### config.mk
export PLATFORM = sky130hd
export DESIGN_NAME = rom_burst_reader
export DESIGN_NICKNAME = d
export VERILOG_FILES = /design/src/rtl/rom_burst_reader.sv
export SDC_FILE = /design/constraint.sdc
export NUM_CORES = 1
export LEC_CHECK = 0
export BUFFER_PORTS_ARGS = -buffer_cell sky130_fd_sc_hd__buf_2
export CAP_MARGIN = 10
export CORE_ASPECT_RATIO = 1.2
export CORE_MARGIN = 4
export CORE_UTILIZATION = 25
export CTS_CLUSTER_DIAMETER = 40
export CTS_CLUSTER_SIZE = 20
export DETAILED_ROUTE_END_ITERATION = 8
export MAX_ROUTING_LAYER = met4
export PLACE_DENSITY = 0.52
export SLEW_MARGIN = 10
export SYNTH_ARGS = -nofsm -noshare
export SYNTH_HDL_FRONTEND = slang
export SYNTH_SLANG_ARGS = --single-unit
### constraint.sdc
create_clock -name CLK_I -period 3.1 [get_ports CLK_I]
set_input_delay 0 -clock CLK_I [delete_from_list [all_inputs] [get_ports CLK_I]]
set_output_delay 0 -clock CLK_I [all_outputs]
set_load 0.03 [all_outputs]
### src/rtl/rom_burst_reader.sv
// Burst read sequencer in front of a 2-cycle synchronous ROM: one credit-limited read per cycle,
// tagged responses captured into a show-ahead FIFO and streamed out valid/ready with a last marker.
module rom_burst_reader #(
  parameter int DATA_WIDTH = 8,
  parameter int ADDR_WIDTH = 8,
  parameter int LEN_WIDTH  = ADDR_WIDTH + 1,
  parameter int FIFO_DEPTH = 4
) (
  input  logic                  CLK_I,
  input  logic                  RSTN_I,
  input  logic                  START_I,
  input  logic [ADDR_WIDTH-1:0] BASE_ADDR_I,
  input  logic [LEN_WIDTH-1:0]  LEN_I,
  output logic                  BUSY_O,
  output logic                  DONE_O,
  output logic                  ERR_O,
  output logic                  ROM_RE_O,
  output logic [ADDR_WIDTH-1:0] ROM_ADDR_O,
  input  logic [DATA_WIDTH-1:0] ROM_DATA_I,
  input  logic [ADDR_WIDTH-1:0] ROM_ADDR_I,
  output logic [DATA_WIDTH-1:0] M_DATA_O,
  output logic [ADDR_WIDTH-1:0] M_ADDR_O,
  output logic                  M_VALID_O,
  input  logic                  M_READY_I,
  output logic                  M_LAST_O
);

  localparam int PTR_W = (FIFO_DEPTH > 1) ? $clog2(FIFO_DEPTH) : 1;
  localparam int CNT_W = PTR_W + 1;
  localparam int SUM_W = CNT_W + 1;
  localparam int ENT_W = DATA_WIDTH + ADDR_WIDTH;

  typedef enum logic [1:0] {IDLE = 2'd0, ISSUE = 2'd1, DRAIN = 2'd2} state_t;

  state_t                state_q;
  logic [ADDR_WIDTH-1:0] addr_q;
  logic [LEN_WIDTH-1:0]  issue_cnt_q;
  logic [LEN_WIDTH-1:0]  beat_cnt_q;
  logic                  done_q;
  logic                  err_q;
  logic                  s1_vld_q;
  logic                  s2_vld_q;
  logic [ADDR_WIDTH-1:0] s1_tag_q;
  logic [ADDR_WIDTH-1:0] s2_tag_q;
  logic [ENT_W-1:0]      fifo_q [FIFO_DEPTH];
  logic [PTR_W-1:0]      wr_ptr_q;
  logic [PTR_W-1:0]      rd_ptr_q;
  logic [CNT_W-1:0]      cnt_q;

  logic [SUM_W-1:0]      credit_sum;
  logic                  issue;
  logic                  push;
  logic                  pop;

  // Every outstanding read already owns a FIFO slot, so a push can never find the FIFO full.
  assign credit_sum = SUM_W'(cnt_q) + SUM_W'(s1_vld_q) + SUM_W'(s2_vld_q);
  assign issue      = (state_q == ISSUE) && (credit_sum < SUM_W'(FIFO_DEPTH));
  assign push       = s2_vld_q;
  assign pop        = M_VALID_O && M_READY_I;

  assign M_VALID_O              = (cnt_q != '0);
  assign {M_DATA_O, M_ADDR_O}   = fifo_q[rd_ptr_q];
  assign M_LAST_O               = M_VALID_O && (beat_cnt_q == LEN_WIDTH'(1));
  assign BUSY_O                 = (state_q != IDLE);
  assign DONE_O                 = done_q;
  assign ERR_O                  = err_q;
  assign ROM_RE_O               = issue;
  assign ROM_ADDR_O             = addr_q;

  always_ff @(posedge CLK_I) begin
    if (!RSTN_I) begin
      state_q     <= IDLE;
      addr_q      <= '0;
      issue_cnt_q <= '0;
      beat_cnt_q  <= '0;
      done_q      <= 1'b0;
      err_q       <= 1'b0;
      s1_vld_q    <= 1'b0;
      s2_vld_q    <= 1'b0;
      s1_tag_q    <= '0;
      s2_tag_q    <= '0;
      wr_ptr_q    <= '0;
      rd_ptr_q    <= '0;
      cnt_q       <= '0;
      for (int i = 0; i < FIFO_DEPTH; i++) fifo_q[i] <= '0;
    end else begin
      done_q <= 1'b0;
      case (state_q)
        IDLE: begin
          if (START_I) begin
            if (LEN_I != '0) begin
              addr_q      <= BASE_ADDR_I;
              issue_cnt_q <= LEN_I;
              beat_cnt_q  <= LEN_I;
              err_q       <= 1'b0;
              state_q     <= ISSUE;
            end else begin
              done_q <= 1'b1;
            end
          end
        end
        ISSUE: begin
          if (issue) begin
            addr_q      <= addr_q + ADDR_WIDTH'(1);
            issue_cnt_q <= issue_cnt_q - LEN_WIDTH'(1);
            if (issue_cnt_q == LEN_WIDTH'(1)) state_q <= DRAIN;
          end
        end
        DRAIN: ;
        default: state_q <= IDLE;
      endcase

      if (pop) begin
        beat_cnt_q <= beat_cnt_q - LEN_WIDTH'(1);
        if (beat_cnt_q == LEN_WIDTH'(1)) begin
          state_q <= IDLE;
          done_q  <= 1'b1;
        end
      end

      // Tag pipeline lines up with the ROM's two register stages.
      s1_vld_q <= issue;
      s1_tag_q <= addr_q;
      s2_vld_q <= s1_vld_q;
      s2_tag_q <= s1_tag_q;
      if (s2_vld_q && (ROM_ADDR_I != s2_tag_q)) err_q <= 1'b1;

      if (push) begin
        fifo_q[wr_ptr_q] <= {ROM_DATA_I, ROM_ADDR_I};
        wr_ptr_q         <= wr_ptr_q + PTR_W'(1);
      end
      if (pop) rd_ptr_q <= rd_ptr_q + PTR_W'(1);
      case ({push, pop})
        2'b10:   cnt_q <= cnt_q + CNT_W'(1);
        2'b01:   cnt_q <= cnt_q - CNT_W'(1);
        default: cnt_q <= cnt_q;
      endcase
    end
  end

endmodule

; Word-level counts from Yosys, hierarchy flattened
; Memory sizes are Yosys's and may differ from the RTL's. A register that Yosys moved wholly into a read port is not among the register bits.
; Index checks and enable logic that the tools add are counted.
[word_totals]
register_bits = 55
mem_bits_rw = 64
in_bits = 37
out_inout_bits = 30
memories = 1
[mem_list]
columns = name, depth, word_bits, rd, rd_ports_with_merged_regs, wr, line
row1 = fifo_q, 4, 16, 1, 1, 4, 45  ; logic [ENT_W-1:0] fifo_q [FIFO_DEPTH];
[classes]
addsub = 9
magnitude_cmp = 1
n_eq_ne = 10
n_mux = 36
n_reduce_logical = 20
[op_table]
columns = op, n
row1 = $mux 9, 5
row2 = $mux 8, 3
row3 = $eq 9x1->1 const B, 2
row4 = $mux 2, 9
row5 = $pmux 9 s2, 1
row6 = $reduce_bool 2->1, 9
row7 = $sub 9x1->9 const B, 2
row8 = $mux 16, 1
row9 = $pmux 8 s2, 1
row10 = $reduce_or 16->1, 1
row11 = $mux 1, 14
row12 = $reduce_bool 9->1, 1
row13 = $add 8x1->8 const B, 1
row14 = $ne 8x8->1, 1
row15 = $ne 2x2->1 const B, 3
row16 = $pmux 2 s3, 1
row17 = $pmux 3 s2, 1
row18 = $reduce_and 3->1, 2
row19 = $add 2x1->2 const B, 2
row20 = $add 3x1->4, 1
row21 = $add 4x1->4, 1
row22 = $eq 2x1->1 const B, 2
row23 = $eq 2x2->1 const B, 2
row24 = $logic_and 1x1->1, 4
row25 = 6 further kinds, 6

; Depth between registers and ports, before layout
; Gate-level depths: netlist of the first run.
[depth]
depth_word = 8
depth_mapped = 8
depth_no_buf = 8

; Worst setup path before layout of the first run
; Ideal clock, no wire load.
[synth_path]
path_kind = reg-to-reg
from = register wr_ptr_q[0]
to = memory fifo_q[2][0] (netlist bit) (enable)
setup_ns = 0.411
arrival_ns = 1.842
slack_ns = 0.847
stages_incl_launch_ff = 4
path_buffers = 1
synth_period_minus_slack_ns = 2.253
cell_sequence = dfxtp_1 nand2b_1 clkbuf_1 o21ai_0
[synth_rtl]
columns = element, line
row1 = from (decl), 46  ; logic [PTR_W-1:0] wr_ptr_q;
row2 = from (signal assigned), 130  ; wr_ptr_q <= wr_ptr_q + PTR_W'(1);
row3 = to (decl), 45

; Worst setup path after layout of the first run
[layout_path]
from = register cnt_q[0]
to = register cnt_q[2]
[layout_between]
elab_chain_cells = 4
[layout_rtl]
columns = element, line
row1 = from (decl), 48  ; logic [CNT_W-1:0] cnt_q;
row2 = from (signal assigned), 134  ; 2'b10: cnt_q <= cnt_q + CNT_W'(1);
row3 = from (signal assigned), 135  ; 2'b01: cnt_q <= cnt_q - CNT_W'(1);
row4 = from (signal assigned), 136  ; default: cnt_q <= cnt_q;
row5 = $reduce_bool 3->1 (*), 61  ; assign M_VALID_O = (cnt_q != '0);
row6 = $logic_and 1x1->1 (*), 59  ; assign pop = M_VALID_O && M_READY_I;
row7 = via pop, 53  ; logic pop;
row8 = $eq 2x1->1 or $eq 2x2->1 (tied branches), 133  ; case ({push, pop})
row9 = $pmux 3 s2 or $reduce_bool 2->1 (tied branches), n/a
; The timed path passes the listed nets; every way through them passes the cells marked *.
; A chain may end at the register's enable or synchronous reset.

==> results.json, run 1 <==
{
  "status": "complete, no violations",
  "die_h_um": 172,
  "initial_core_util_pct": 25.6,
  "rows": 59,
  "fillers": 2212,
  "fmax_mhz": 429,
  "antenna_found_initial": 0,
  "cts-root-buf": "clkbuf_16",
  "io_pins": 67,
  "numCtsBuffers": 17,
  "postCtsHoldBufs": 31,
  "syn_to_final_growth_pct": 26.7,
  "synth-seq-cells": 121,
  "yosysTopAreaCell": "edfxtp_1",
  "skew_ns": 0.00836,
  "gp_congestion": 0.883,
  "synth.top_cell.area_share_pct": 34.2,
  "cap_violations": 0,
  "drc": 0,
  "path_clk_slew_ns": 0.06,
  "rsz0062_at_grt": "no",
  "yosysSeqAreaShare_pct": 54.5,
  "hold_path.class": "in -> reg",
  "worstPathRequired_ns": 3.44,
  "finalCriticalPeriod_ns": 2.33,
  "grt_pass1_wl_mm": 23.1,
  "synth_flop_cell": "edfxtp_1",
  "num_vias": 4314,
  "die_w_um": 145,
  "h-tree-depth": 4,
  "synth_cell_types": 62,
  "antennaDiodeCount": 0,
  "grt_pass1_vias": 4504,
  "peakVddDrop_uv": 410,
  "drt-total-wl_mm": 14.3,
  "max_slew_margin_pct": 24.8,
  "yosysWarnings": 0,
  "cts_resized": 0,
  "drive_gt1_share_pct": 22.3,
  "use_met2_pct": 19.8,
  "busiest_layer": "met2",
  "synth_fp_nets": 559,
  "dp_hpwl_mm": 9.46,
  "yosys-top-cells-count": "64 x edfxtp_1, 58 x nor2_1, 57 x dfxtp_1, 44 x nand2_1, 33 x and2_1",
  "detail_route.wl_per_cell_um": 15.9,
  "cts_tree": "built",
  "syn_avg_cell_area_um2": 10.9,
  "yosysMostFrequentCell": "edfxtp_1",
  "viasPerCell": 4.80,
  "synth_edf_count": 64,
  "setup_tns_ns": 0,
  "clk_path_buf_depth": 2,
  "synthArstFlopShare_pct": 0,
  "numClockSinks": 121,
  "core_um2": 21900,
  "criticalPathCategory": "reg -> reg",
  "setup_violations": 0,
  "finalCritPeriodShare_pct": 75.3,
  "startpoint_type": "register",
  "post_cts.repair.setup_buffers": 0,
  "port-buffer-count": 66,
  "fin_hold_ws_ns": 0.0270,
  "path_max_fanout": 13,
  "hold_viol_final": 0,
  "cp.arrival_ns": 2.67,
  "ant_nets": 0,
  "maxSlewViolCount": 0,
  "drt-initial-drc-count": 283,
  "synth_area_leaders": "edfxtp_1 34%, dfxtp_1 20%, mux4_2 6.4%",
  "grtUsageMet1_pct": 15.2,
  "dieArea_um2": 25000,
  "pwr_density_cell_nw_per_um2": 656,
  "synth_area_um2": 5620,
  "final_nets": 656,
  "grt_max_degree": 38,
  "grt_overflow_total": 0,
  "endpoint_kind": "register",
  "p_leak_nw": 2.79,
  "drt-pass1-iter-count": 4,
  "tightest_slew_ns": 1.13,
  "netlist_instances": 514,
  "grt_use_met3_pct": 2.79,
  "clk_latency_ns": 0.41,
  "track_usage_pct": 12.2
}
sequential cells by signal, indices dropped and copies added, names as in the netlist, 2 cells and up, named ones only:
register,cells
ROM_ADDR_O,8
state_q,2
fifo_q,64
cnt_q,3
wr_ptr_q,2
rd_ptr_q,2
s1_tag_q,8
s2_tag_q,8
beat_cnt_q,9
issue_cnt_q,9
report_power, final:
| part | switching (mW) | leakage [nW] | total, mW | internal [mW] |
|---|---|---|---|---|
| Clock | 0.743 | 0.276 | 1.93 | 1.19 |
| Combinational | 0.512 | 1.38 | 0.842 | 0.330 |
| Sequential | 0.0990 | 1.13 | 1.90 | 1.80 |
kinds of logic (layout without fill, tap and decap cells):
kind of cell,Yosys count,count (layout),share of synthesized area [%]
AND/OR/NAND/NOR,202,202,18.1
buffers and inverters,62,172,4.72
multiplexers,16,16,6.41
flip-flops,121,121,54.5
adder cells (fa/ha/maj),8,8,1.91
AO/OA/AOI/OAI,91,91,12.2
XOR/XNOR,14,14,2.18
metrics by stage:
step	utilization (%)	power, mW	cells	instance area (µm²)	worst slack, ns
final	32.5	4.67	898	7120	0.766
after detailed placement	28.4	2.75	835	6230	0.843
after floorplan	-	2.51	514	5620	0.847
after global routing	32.5	4.89	898	7120	0.675
after CTS	32.5	4.72	898	7120	0.795
after global placement	28.4	2.73	835	6230	1.02
layout make-up:
| class | count | area (µm²) | area share, % |
|---|---|---|---|
| sequential | 121 | 3060 | 43.0 |
| tap | 274 | 343 | 4.81 |
| multi-input combinational | 331 | 2290 | 32.2 |
| inverter | 32 | 120 | 1.69 |
| clock inverter | 14 | 149 | 2.09 |
| clock buffer | 18 | 429 | 6.03 |
| timing repair buffer | 108 | 723 | 10.2 |
routing by layer:
metal / routed length, µm / up-vias
li1: - / 2061
met1: 6360 / 2088
met2: 6880 / 150
met3: 865 / 15
met4: 186 / 0
met5: 0 / -
final timing paths:
check / from / cells after the start / endpoint / slack, ns
worst max-delay path: cnt_q[0] / 9 / cnt_q[2] / 0.77
worst min-delay path: LEN_I[0] / 3 / beat_cnt_q[0] / 0.03
worst max register to register: cnt_q[0] / 9 / cnt_q[2] / 0.77
worst min register to register: s1_tag_q[4] / 1 / s2_tag_q[4] / 0.43
placed cells by master, fill, tap and decap left out, types with 10 or more instances in the layout:
cell type / count
nand2_1: 44
clkbuf_16: 17
nand3_1: 12
nor2_1: 58
buf_4: 11
o21ai_0: 10
a21oi_1: 22
and2_1: 33
dlygate4sd3_1: 31
xnor2_1: 10
edfxtp_1: 64
mux4_2: 16
buf_2: 66
nor3_1: 10
inv_1: 31
o31ai_1: 10
dfxtp_1: 57
worst max-delay path, cell delays in order, from the launching register on:
cell and delay [ns]:
dfxtp_1 0.35, o31ai_2 0.29, buf_4 0.23, clkinv_1 0.26
ha_1 0.31, inv_1 0.07, fa_1 0.18, xor2_1 0.08
or3_1 0.32, a21oi_1 0.17
Power figures use the tool's default switching activity.
==> inputs of run 2 (changes only) <==
clock period = 2.24 ns   (was 3.1 ns; I/O delays follow)
==> run 2 against run 1 <==
  * First-iteration DRC count shrank 0.35%
  * Sequential cell count is the same
  * Fmax up 12%
  * Die area did not move
  * Highest routed layer unchanged
==> results.json, run 2 (synthesis results as in run 1) <==
{
  "largest-register": "fifo_q",
  "cts_tree": "built",
  "p_leak_nw": 2.83,
  "viasPerCell": 4.72,
  "rsz0062_at_grt": "no",
  "worstPathRequired_ns": 2.60,
  "track_usage_pct": 12.4,
  "grt_max_degree": 33,
  "grt_pass1_wl_mm": 23.0,
  "final_nets": 671,
  "cp.arrival_ns": 2.44,
  "reg_top3": "fifo_q: 64 flops, beat_cnt_q: 9 flops, issue_cnt_q: 9 flops",
  "fin_util_pct": 32.8,
  "syn_to_final_growth_pct": 27.9,
  "path_max_fanout": 6,
  "status": "complete, no violations",
  "io_pins": 67,
  "criticalPathCategory": "reg -> reg",
  "finalCritPeriodShare_pct": 93.3,
  "die_w_um": 145,
  "drc": 0,
  "antenna_found_initial": 0,
  "clk_path_buf_depth": 2,
  "core_um2": 21900,
  "reg2reg_from": "beat_cnt_q[3]",
  "maxSlewViolCount": 0,
  "clk_latency_ns": 0.41,
  "cp_cell_sequence": "or3_1, or2_0, o31ai_1, o2bb2ai_1, dlygate4sd3_1",
  "setup_violations": 0,
  "numCtsBuffers": 17,
  "crit_start": "beat_cnt_q[3]",
  "path_clk_slew_ns": 0.05,
  "drt-pass1-iter-count": 7,
  "pwr_density_cell_nw_per_um2": 875,
  "final_cell_area_um2": 7190,
  "ant_nets": 0,
  "num_vias": 4309,
  "startpoint_type": "register",
  "max_slew_margin_pct": 56.6,
  "layout_commonest_cell": "buf_2",
  "grt_pass1_vias": 4465,
  "cts-root-buf": "clkbuf_16",
  "skew_ns": 0.00617,
  "h-tree-depth": 4,
  "grt_overflow_total": 0,
  "dieArea_um2": 25000,
  "cp_slowest_cell": "dlygate4sd3_1",
  "drt-initial-drc-count": 282,
  "drive_gt1_share_pct": 23.3,
  "numClockSinks": 121,
  "drt-total-wl_mm": 14.3,
  "critical-path-top-delay-family": "simple AND/OR/NAND/NOR gates",
  "fmax_mhz": 479,
  "port-buffer-count": 66,
  "min_from": "BASE_ADDR_I[3]",
  "detail_route.wl_per_cell_um": 15.7,
  "finalPower_mw": 6.29,
  "setup_tns_ns": 0,
  "hold_path.class": "in -> reg",
  "peakVddDrop_uv": 559,
  "initial_core_util_pct": 25.6,
  "endpoint_kind": "register",
  "dp_hpwl_mm": 9.58,
  "largest_reg_flops": 64,
  "mostFrequentLayoutCells": "66 x buf_2, 64 x edfxtp_1, 58 x nor2_1",
  "placed_cell_area_um2": 6330,
  "critPathMaxStageDelay_ns": 0.56,
  "crit_buf_inv": 1,
  "hold_viol_final": 0,
  "worst_slack_ns": 0.151,
  "tightest_slew_ns": 0.651,
  "antennaDiodeCount": 0,
  "die_h_um": 172,
  "finalCriticalPeriod_ns": 2.09,
  "cap_violations": 0,
  "rows": 59,
  "pre_cts_slack_ns": 0.254,
  "gp_congestion": 0.852
}
run 2: layout make-up:
class                   count  area [µm²]
fillers                  2213       14700
flip-flops and latches    121        3060
multi-input cells         331        2300
repair buffers            123         841
clock buffers              22         444
well taps                 274         343
inverters                  32         120
clock inverters            10        82.6
run 2: layer usage:
layer,GRT usage (%),share of wire [%],wire length [µm]
met1,15.3,45,6390
met2,19.9,48,6900
met3,2.99,5.7,812
met4,4.22,1.4,206
met5,-,0,0
run 2: path summary, 6_finish.rpt:
kind | end | slack [ns] | cells after the start
worst max-delay path | beat_cnt_q[6] | 0.15 | 5
worst min register to register | s2_tag_q[6] | 0.43 | 1
worst min-delay path | ROM_ADDR_O[3] | 0.03 | 4
worst max register to register | beat_cnt_q[6] | 0.15 | 5
run 2: power breakdown:
| group | switching (mW) | internal [mW] | leakage [nW] |
|---|---|---|---|
| registers | 0.136 | 2.50 | 1.13 |
| logic | 0.721 | 0.493 | 1.46 |
| clock network | 0.939 | 1.51 | 0.245 |
run 2: worst min-delay path, cell delays in order:
cell and delay (ns):
buf_2 0.08, and2_1 0.11, o21ai_0 0.08, o2bb2ai_1 0.13
run 2: per-stage QoR:
stage | cells | hold WS (ns)
2_1_floorplan | 514 | 0.150
3_3_place_gp | 848 | 0.297
3_5_place_dp | 848 | 0.306
4_1_cts | 913 | 0.0138
5_1_grt | 913 | 0.0433
6_report | 913 | 0.0306
run 2: timing repair:
| item | in CTS | in global routing |
|---|---|---|
| gates resized for setup | 0 | 1 |
| buffers inserted | 0 | 0 |
| hold buffers | 33 | 0 |
| setup endpoints to repair | 0 | 1 |
| hold endpoints to repair | 79 | 0 |
==> inputs of run 3 (changes only) <==
ABC_AREA = 1   (was default)
==> run 3 against run 2 <==
  * Cell count grew 26%
  * Sequential cell count unchanged
  * Power increased by 19%
  * Non-clock buffer count shrank 5
  * Critical path depth rose by 2
  * Clock power increased by 18%
  * First-iteration DRC count decreased by 17%
  * Critical path type is now in -> reg
  * Highest routed layer unchanged
==> results.json, run 3 <==
{
  "cts_resized": 0,
  "die_h_um": 174,
  "antenna_found_initial": 0,
  "setup_tns_ns": 0,
  "yosysWarnings": 0,
  "synth_fp_nets": 761,
  "pre_cts_slack_ns": 0.391,
  "setup_violations": 0,
  "netlist_instances": 716,
  "path_max_fanout": 3,
  "clk_latency_ns": 0.42,
  "yosysTopAreaCell": "edfxtp_1",
  "synth_area_leaders": "edfxtp_1 33%, dfxtp_1 20%, nor2_1 10%",
  "hold_viol_final": 0,
  "largest_reg_flops": 64,
  "fin_util_pct": 33.1,
  "drive_gt1_share_pct": 16.5,
  "syn_avg_cell_area_um2": 8.06,
  "stdcell_count": 1151,
  "yosysSeqAreaShare_pct": 53.1,
  "path_clk_slew_ns": 0.06,
  "tightest_slew_ns": 0.625,
  "criticalPathCategory": "in -> reg",
  "initial_core_util_pct": 25.5,
  "antennaDiodeCount": 0,
  "largest-register": "fifo_q",
  "viasPerCell": 4.27,
  "yosysMostFrequentCell": "nor2_1",
  "skew_ns": 0.00604,
  "synth_flop_cell": "edfxtp_1",
  "peakVddDrop_uv": 569,
  "dp_hpwl_mm": 10.3,
  "startpoint_type": "primary input",
  "port-buffer-count": 66,
  "drc": 0,
  "gp_congestion": 0.851,
  "cap_violations": 0,
  "mostFrequentLayoutCells": "155 x nor2_1, 117 x nand2_1, 103 x inv_1",
  "num_vias": 4915,
  "hold_depth": 5,
  "synth_cell_types": 34,
  "placed_cells": 1086,
  "finalCriticalPeriod_ns": 1.95,
  "grt_pass1_vias": 4903,
  "endpoint_kind": "register",
  "postCtsHoldBufs": 33,
  "reg_top3": "fifo_q: 64 flops, beat_cnt_q: 9 flops, issue_cnt_q: 9 flops",
  "ant_nets": 0,
  "numClockSinks": 121,
  "layout_commonest_cell": "nor2_1",
  "io_pins": 67,
  "detail_route.wl_per_cell_um": 13.1,
  "clk_path_buf_depth": 2,
  "max_slew_margin_pct": 58.3,
  "drt-initial-drc-count": 233,
  "finalCritPeriodShare_pct": 87.1,
  "core_um2": 22600,
  "synth.top_cell.area_share_pct": 33.3,
  "grt_pass1_wl_mm": 24.8,
  "h-tree-depth": 4,
  "track_usage_pct": 12.6,
  "post_cts.repair.setup_buffers": 0,
  "p_leak_nw": 3.32,
  "die_w_um": 147,
  "numCtsBuffers": 17,
  "cp.arrival_ns": 2.30,
  "status": "complete, no violations",
  "synth_edf_count": 64,
  "fmax_mhz": 513,
  "drt-total-wl_mm": 15.1,
  "synthArstFlopShare_pct": 0,
  "grt_overflow_total": 0,
  "dieArea_um2": 25600,
  "syn_to_final_growth_pct": 29.4,
  "fillers": 2432,
  "rows": 60,
  "maxSlewViolCount": 0,
  "reg2reg_depth": 11,
  "hold_path.class": "in -> reg",
  "drt-pass1-iter-count": 4,
  "synth_area_um2": 5770,
  "pwr_density_cell_nw_per_um2": 1000,
  "worstPathRequired_ns": 2.59,
  "worst_slack_ns": 0.289,
  "cts_tree": "built",
  "regToRegSetupSlack_ns": 0.39,
  "rsz0062_at_grt": "no",
  "cts-root-buf": "clkbuf_16",
  "final_nets": 873,
  "grt_max_degree": 31,
  "yosys-top-cells-count": "155 x nor2_1, 117 x nand2_1, 103 x inv_1, 64 x edfxtp_1, 64 x o21ai_0",
  "synth-seq-cells": 121
}
==> run 3: where the power goes <==
| group | leakage (nW) | total [mW] | internal, mW | switching, mW |
|---|---|---|---|---|
| clock | 0.299 | 2.89 | 1.92 | 0.976 |
| combinational | 1.89 | 1.94 | 0.615 | 1.32 |
| sequential | 1.13 | 2.67 | 2.53 | 0.142 |
| total | 3.32 | 7.50 | 5.06 | 2.44 |
==> run 3: layout make-up <==
class,instances,area (µm²),area share (%)
clock buffers,21,460,6.16
inverters,108,405,5.43
flip-flops and latches,121,3060,41.0
clock inverters,11,170,2.28
multi-input cells,462,2180,29.2
repair buffers,118,803,10.8
well taps,310,388,5.19
==> run 3: worst max-delay path: stages <==
cell and delay, ns:
dlygate4sd3_1 0.53, buf_2 0.15, nor3_2 0.25, dlygate4sd3_1 0.60
nand3_1 0.07, dlygate4sd3_1 0.55, a21oi_1 0.14
==> run 3: metal layers <==
| metal | vias to the layer above | global-route usage, % | part of all wire (%) |
|---|---|---|---|
| li1 | 2529 | - | - |
| met1 | 2265 | 15.0 | 46 |
| met2 | 99 | 21.1 | 48 |
| met3 | 22 | 3.21 | 4.5 |
| met4 | 0 | 3.69 | 1.3 |
| met5 | - | - | 0 |
==> run 3: cells by family (layout without fill, tap and decap cells) <==
kind of cell	Yosys count	in the layout	share of synthesized area, %
AO/OA/AOI/OAI	112	112	10.7
XOR/XNOR	8	8	1.21
adder cells (fa/ha/maj)	8	8	1.86
buffers and inverters	133	258	9.15
flip-flops	121	121	53.1
AND/OR/NAND/NOR	334	334	24.1
==> run 3: final timing paths <==
kind	from	end
worst min register to register	s1_tag_q[7]	s2_tag_q[7]
worst max-delay path	LEN_I[0]	DONE_O
worst max register to register	cnt_q[0]	cnt_q[2]
worst min-delay path	LEN_I[1]	beat_cnt_q[1]
==> run 3: through the flow <==
stage / hold WS (ns) / cell area [µm²] / total power, mW
6_report: 0.0141 / 7470 / 7.50
2_1_floorplan: 0.191 / 5770 / 4.04
5_1_grt: 0.0444 / 7470 / 7.93
3_3_place_gp: 0.311 / 6510 / 4.62
3_5_place_dp: 0.319 / 6510 / 4.63
4_1_cts: 0.0198 / 7470 / 7.60
